### config.mk
export PLATFORM = sky130hd
export DESIGN_NAME = hssl_link_watchdog
export DESIGN_NICKNAME = d
export VERILOG_FILES = /design/src/rtl/hssl_link_watchdog.sv
export SDC_FILE = /design/constraint.sdc
export NUM_CORES = 1
export LEC_CHECK = 0
export ABC_CLOCK_PERIOD_IN_PS = 4200
export CAP_MARGIN = 20
export CORE_MARGIN = 10
export CORE_UTILIZATION = 30
export DETAILED_ROUTE_END_ITERATION = 12
export PLACE_DENSITY_LB_ADDON = 0.1
export SYNTH_ARGS = -nofsm -noshare
export SYNTH_HDL_FRONTEND = slang
export SYNTH_SLANG_ARGS = --single-unit
### constraint.sdc
create_clock -name freerun_clk_in -period 4.2 [get_ports freerun_clk_in]
set_clock_uncertainty 0.15 [all_clocks]
set_input_delay 1.05 -clock freerun_clk_in [delete_from_list [all_inputs] [get_ports freerun_clk_in]]
set_output_delay 1.05 -clock freerun_clk_in [all_outputs]
set_load 0.1 [all_outputs]
### src/rtl/hssl_link_watchdog.sv
// Per-link HSSL datapath reset supervisor: handshake timeout with exponential
// backoff, forced resets, post-reset hold-off and saturating retry counters.
module hssl_link_watchdog #(
    parameter int NUM_LINKS         = 4,
    parameter int TIMEOUT_CYCLES    = 75000000,
    parameter int PULSE_LEN         = 16,
    parameter int HOLDOFF_CYCLES    = 1024,
    parameter int MAX_BACKOFF_SHIFT = 3,
    parameter int RETRY_CNT_BITS    = 8
) (
    input  logic                                freerun_clk_in,
    input  logic                                reset_all_n_in,
    input  logic [NUM_LINKS-1:0]                link_enable_in,
    input  logic [NUM_LINKS-1:0]                handshake_complete_in,
    input  logic [NUM_LINKS-1:0]                force_reset_in,
    input  logic                                clear_cnt_in,
    output logic [NUM_LINKS-1:0]                link_reset_out,
    output logic [NUM_LINKS-1:0]                link_up_out,
    output logic [NUM_LINKS*RETRY_CNT_BITS-1:0] retry_cnt_out
);

    localparam int TW   = $clog2((TIMEOUT_CYCLES << MAX_BACKOFF_SHIFT) + 1);
    localparam int CMAX = (PULSE_LEN > HOLDOFF_CYCLES) ? PULSE_LEN : HOLDOFF_CYCLES;
    localparam int CW   = (CMAX > 1) ? $clog2(CMAX) : 1;
    localparam int SW   = (MAX_BACKOFF_SHIFT > 0) ? $clog2(MAX_BACKOFF_SHIFT + 1) : 1;
    localparam int RB   = RETRY_CNT_BITS;

    typedef enum logic [2:0] {
        ST_DISABLED,
        ST_WAIT,
        ST_UP,
        ST_PULSE,
        ST_HOLDOFF
    } state_e;

    state_e            state_q [NUM_LINKS];
    state_e            state_d [NUM_LINKS];
    logic [TW-1:0]     timer_q [NUM_LINKS];
    logic [TW-1:0]     timer_d [NUM_LINKS];
    logic [TW-1:0]     limit   [NUM_LINKS];
    logic [CW-1:0]     cnt_q   [NUM_LINKS];
    logic [CW-1:0]     cnt_d   [NUM_LINKS];
    logic [SW-1:0]     shift_q [NUM_LINKS];
    logic [SW-1:0]     shift_d [NUM_LINKS];
    logic [RB-1:0]     retry_q [NUM_LINKS];
    logic [RB-1:0]     retry_d [NUM_LINKS];
    logic              inc     [NUM_LINKS];
    logic [NUM_LINKS-1:0] rst_q, rst_d;
    logic [NUM_LINKS-1:0] up_q, up_d;

    always_comb begin
        rst_d = '0;
        up_d  = '0;
        for (int i = 0; i < NUM_LINKS; i++) begin
            state_d[i] = state_q[i];
            timer_d[i] = '0;
            cnt_d[i]   = '0;
            shift_d[i] = shift_q[i];
            retry_d[i] = retry_q[i];
            inc[i]     = 1'b0;
            limit[i]   = (TW'(TIMEOUT_CYCLES) << shift_q[i]) - TW'(1);

            case (state_q[i])
                ST_DISABLED: begin
                    if (link_enable_in[i]) state_d[i] = ST_WAIT;
                end
                ST_WAIT: begin
                    if (!link_enable_in[i]) begin
                        state_d[i] = ST_DISABLED;
                    end else if (force_reset_in[i]) begin
                        state_d[i] = ST_PULSE;
                    end else if (handshake_complete_in[i]) begin
                        state_d[i] = ST_UP;
                        shift_d[i] = '0;
                    end else if (timer_q[i] == limit[i]) begin
                        state_d[i] = ST_PULSE;
                        inc[i]     = 1'b1;
                        if (shift_q[i] != SW'(MAX_BACKOFF_SHIFT))
                            shift_d[i] = shift_q[i] + SW'(1);
                    end else begin
                        timer_d[i] = timer_q[i] + TW'(1);
                    end
                end
                ST_UP: begin
                    if (!link_enable_in[i]) begin
                        state_d[i] = ST_DISABLED;
                    end else if (force_reset_in[i]) begin
                        state_d[i] = ST_PULSE;
                    end else if (!handshake_complete_in[i]) begin
                        state_d[i] = ST_WAIT;
                        shift_d[i] = '0;
                    end
                end
                ST_PULSE: begin
                    if (!link_enable_in[i]) begin
                        state_d[i] = ST_DISABLED;
                    end else if (cnt_q[i] == CW'(PULSE_LEN - 1)) begin
                        state_d[i] = ST_HOLDOFF;
                    end else begin
                        cnt_d[i] = cnt_q[i] + CW'(1);
                    end
                end
                ST_HOLDOFF: begin
                    if (!link_enable_in[i]) begin
                        state_d[i] = ST_DISABLED;
                    end else if (cnt_q[i] == CW'(HOLDOFF_CYCLES - 1)) begin
                        state_d[i] = ST_WAIT;
                    end else begin
                        cnt_d[i] = cnt_q[i] + CW'(1);
                    end
                end
                default: state_d[i] = ST_DISABLED;
            endcase

            // Clear beats a same-cycle increment.
            if (clear_cnt_in)
                retry_d[i] = '0;
            else if (inc[i] && (retry_q[i] != '1))
                retry_d[i] = retry_q[i] + RB'(1);

            rst_d[i] = (state_d[i] == ST_PULSE);
            up_d[i]  = (state_d[i] == ST_UP);
        end
    end

    always_ff @(posedge freerun_clk_in) begin
        if (!reset_all_n_in) begin
            for (int i = 0; i < NUM_LINKS; i++) begin
                state_q[i] <= ST_DISABLED;
                timer_q[i] <= '0;
                cnt_q[i]   <= '0;
                shift_q[i] <= '0;
                retry_q[i] <= '0;
            end
            rst_q <= '0;
            up_q  <= '0;
        end else begin
            for (int i = 0; i < NUM_LINKS; i++) begin
                state_q[i] <= state_d[i];
                timer_q[i] <= timer_d[i];
                cnt_q[i]   <= cnt_d[i];
                shift_q[i] <= shift_d[i];
                retry_q[i] <= retry_d[i];
            end
            rst_q <= rst_d;
            up_q  <= up_d;
        end
    end

    always_comb begin
        link_reset_out = rst_q;
        link_up_out    = up_q;
        retry_cnt_out  = '0;
        for (int i = 0; i < NUM_LINKS; i++)
            retry_cnt_out[i*RB +: RB] = retry_q[i];
    end

endmodule

==> impl_metrics.csv <==
group,metric,value,unit
min_path,hp-start,"cnt_q[3][0]",
logic_synthesis,synth_area,11470,sq um
logic_synthesis,synthCells,1377,
route,drtPass1Iterations,5,
cells_and_area,drive_gt1_share,5.846,%
worst_setup_path,critPathKind,"reg2reg",
global_routing,grt_overflow,0,
clock_tree,cts-root-buf,"clkbuf_16",
min_path,min_path_type,"reg2reg",
placed_design,gp_congestion,0.7732,
timing,tightest_slew,1.069,ns
cells_and_area,n_antenna_cell,0,
logic_synthesis,seq_area_frac_synth,38.39,%
clock_tree,cts_hold_buf,0,
logic_synthesis,synthArstFlopShare,0,%
clock_tree,cts_tree,"done",
logic_synthesis,synth_seq_cells,220,
clock_tree,clk_path_buf_depth,3,
cells_and_area,area_delta_synth_final,17.80,%
job,cap_violations,0,
global_routing,grt_pass1_vias,9333,
worst_setup_path,worstSetupEndpointType,"flop",
global_routing,grt_start_max_net_pins,31,
cells_and_area,fillers,3952,
status,outcome,"completed",
global_routing,grt_pass1_wl,47.60,mm
timing,timing.final.crit_share,83.77,%
global_routing,antenna_found_initial,1,
timing,fin_setup_tns,0,ns
die,die_area,46460,sq um
route,vias_per_cell,4.791,
cells_and_area,multiInputGateArea,6774,sq um
clock_tree,postCtsSetupRepairBufs,0,
clock_tree,clk_latency,0.55,ns
min_path,hold_depth,1,
timing,relSlewSlack,28.51,%
route,wl_per_cell,14.15,microns
worst_setup_path,reg2regPathDepth,8,
timing,fmax,284.2,MHz
logic_synthesis,synthTopCellsByCount,"nor2_1 (228), dfxtp_1 (220), nand2_1 (112), xor2_1 (96), xnor2_1 (91)",
clock_tree,htree_levels,1,
logic_synthesis,ys.flop_type,"dfxtp_1",
power_and_ir_drop,powerDensity,340.7,nW/um^2
logic_synthesis,yosys.cell_types.count,63,
die,initial_core_util,30.45,%
logic_synthesis,syn_area_per_cell,8.330,sq um
cells_and_area,register_area,4404,sq um
logic_synthesis,yosys_warnings,0,
worst_setup_path,r2r-start,"shift_q[0][1]",
clock_tree,post_cts_resized,0,
logic_synthesis,synth-edff-count,0,
timing,setup_violations,0,
power_and_ir_drop,leakagePower,4.682,nW
worst_setup_path,r2r_end,"retry_q[0][3]",
logic_synthesis,syn-num-nets,1436,
placed_design,io_buffers,54,
route,vias,9415,
worst_setup_path,worstPathArrival,3.84,ns
route,drc,0,
die,die_h,215.5,microns
worst_setup_path,reg2reg_slack,0.68,ns
logic_synthesis,synth_area_leader_cell,"dfxtp_1",
worst_setup_path,required,4.52,ns
route,ant_nets,0,
logic_synthesis,synth.top_cell.area_share,38.39,%
placed_design,place_inst,1913,
clock_tree,cts_buffers,28,
clock_tree,clock-sinks,220,
logic_synthesis,synth_area_leaders,"dfxtp_1 (38%), nor2_1 (7.5%), xor2_1 (7.3%)",
timing,slew_violations,0,
die,num_rows,71,
die,ios,55,
clock_tree,clk_pin_slew,0.06,ns
worst_setup_path,startpoint,"shift_q[0][1]",
power_and_ir_drop,vdd_drop_max,298.1,uV
worst_setup_path,startpoint_type,"flop",
logic_synthesis,synth.most_common_cell,"nor2_1",
route,initialDrtViolationCount,341,
cells_and_area,final_cell_count_no_fill,1965,
worst_setup_path,cp_max_fo,18,
placed_design,hpwl,20.13,mm
timing,rsz0062_at_grt,"no",
timing,hold_viol,0,
global_routing,grt.total_usage,11.92,%
route,wirelength,27.80,mm
cells_and_area,fin_nets,1492,
die,coreArea,37670,sq um
die,die_width,215.5,microns
timing,layout_min_cycle_time,3.518,ns
min_path,whs_endpoint,"cnt_q[3][0]",
[power by group]
group,total (mW),internal [mW],leakage (nW),switching [mW]
registers,2.10,2.09,1.77,0.00886
logic,0.116,0.0432,2.45,0.0723
clock network,2.39,1.48,0.461,0.910
total,4.60,3.61,4.68,0.991
[cell families after synthesis]
kind of cell	after synthesis	share of synthesized area, %
AO/OA/AOI/OAI	131	7.308
XOR/XNOR	187	14.28
adder cells (fa/ha/maj)	44	4.799
buffers and inverters	77	2.607
flip-flops	220	38.39
multiplexers	20	1.745
AND/OR/NAND/NOR	698	30.87
[flip-flops by register name, summed over array words and instances (netlist names)]
signal	count
shift_q	8
state_q	12
link_up_out	4
retry_q	32
cnt_q	40
timer_q	120
link_reset_out	4
[per-stage QoR]
| step | util (%) | power, mW | instance area, sq um | setup slack [ns] | hold slack [ns] |
|---|---|---|---|---|---|
| finish | 35.88 | 4.603 | 13510 | 0.6819 | 0.2923 |
| CTS | 35.86 | 4.709 | 13510 | 0.6725 | 0.2923 |
| floorplan | - | 2.217 | 11470 | 1.296 | 0.2632 |
| global route | 35.88 | 4.812 | 13510 | 0.3293 | 0.3182 |
| global placement | 33.39 | 2.264 | 12580 | 0.5770 | 0.2777 |
| detailed placement | 33.39 | 2.264 | 12580 | 0.5983 | 0.2842 |
[placed cells by master (no fill, tap or decap), types with 20 or more instances in the layout]
cell type,instances
nand4_1,39
xor2_1,96
and3_1,42
inv_1,34
clkdlybuf4s50_1,49
nor3_1,36
mux2i_1,20
ha_1,44
a21oi_1,35
o21ai_0,35
dfxtp_1,220
clkbuf_16,29
or3_1,23
xnor2_1,91
nand3_1,81
nor2_1,228
nand2_1,112
[worst max-delay path by stage]
| stage | end | slack [ns] | depth (start not counted) |
|---|---|---|---|
| after detailed placement | retry_q[3][7] | 0.60 | 7 |
| after floorplan | retry_q[1][7] | 1.30 | 8 |
| after CTS | timer_q[0][21] | 0.67 | 9 |
| after global placement | retry_q[1][7] | 0.58 | 6 |
| final | retry_q[0][3] | 0.68 | 8 |
| after global routing | timer_q[0][20] | 0.33 | 9 |
[per-layer routing]
| layer | part of all wire [%] | vias up | track usage (%) |
|---|---|---|---|
| met5 | 0.043 | - | 0 |
| li1 | - | 4861 | - |
| met3 | 4.2 | 31 | 2.713 |
| met1 | 50 | 4426 | 15.57 |
| met4 | 2.2 | 2 | 3.755 |
| met2 | 44 | 95 | 19.10 |
[critical path, cell delays in order, from the launching register on]
cell	delay, ns
dfxtp_1	0.58
inv_1	0.20
ha_1	0.32
or3_1	0.36
a211oi_1	0.27
o2111a_1	0.25
nand4_1	0.55
or4_1	0.69
o21ai_0	0.08
[final cells by class]
class	instances	area share, %
flip-flops and latches	220	32.59
inverters	34	0.9444
multi-input cells	1080	50.13
well taps	511	4.731
repair buffers	69	4.722
clock inverters	5	0.3704
clock buffers	46	6.509
Note: power is estimated with default switching activity, not from simulation.
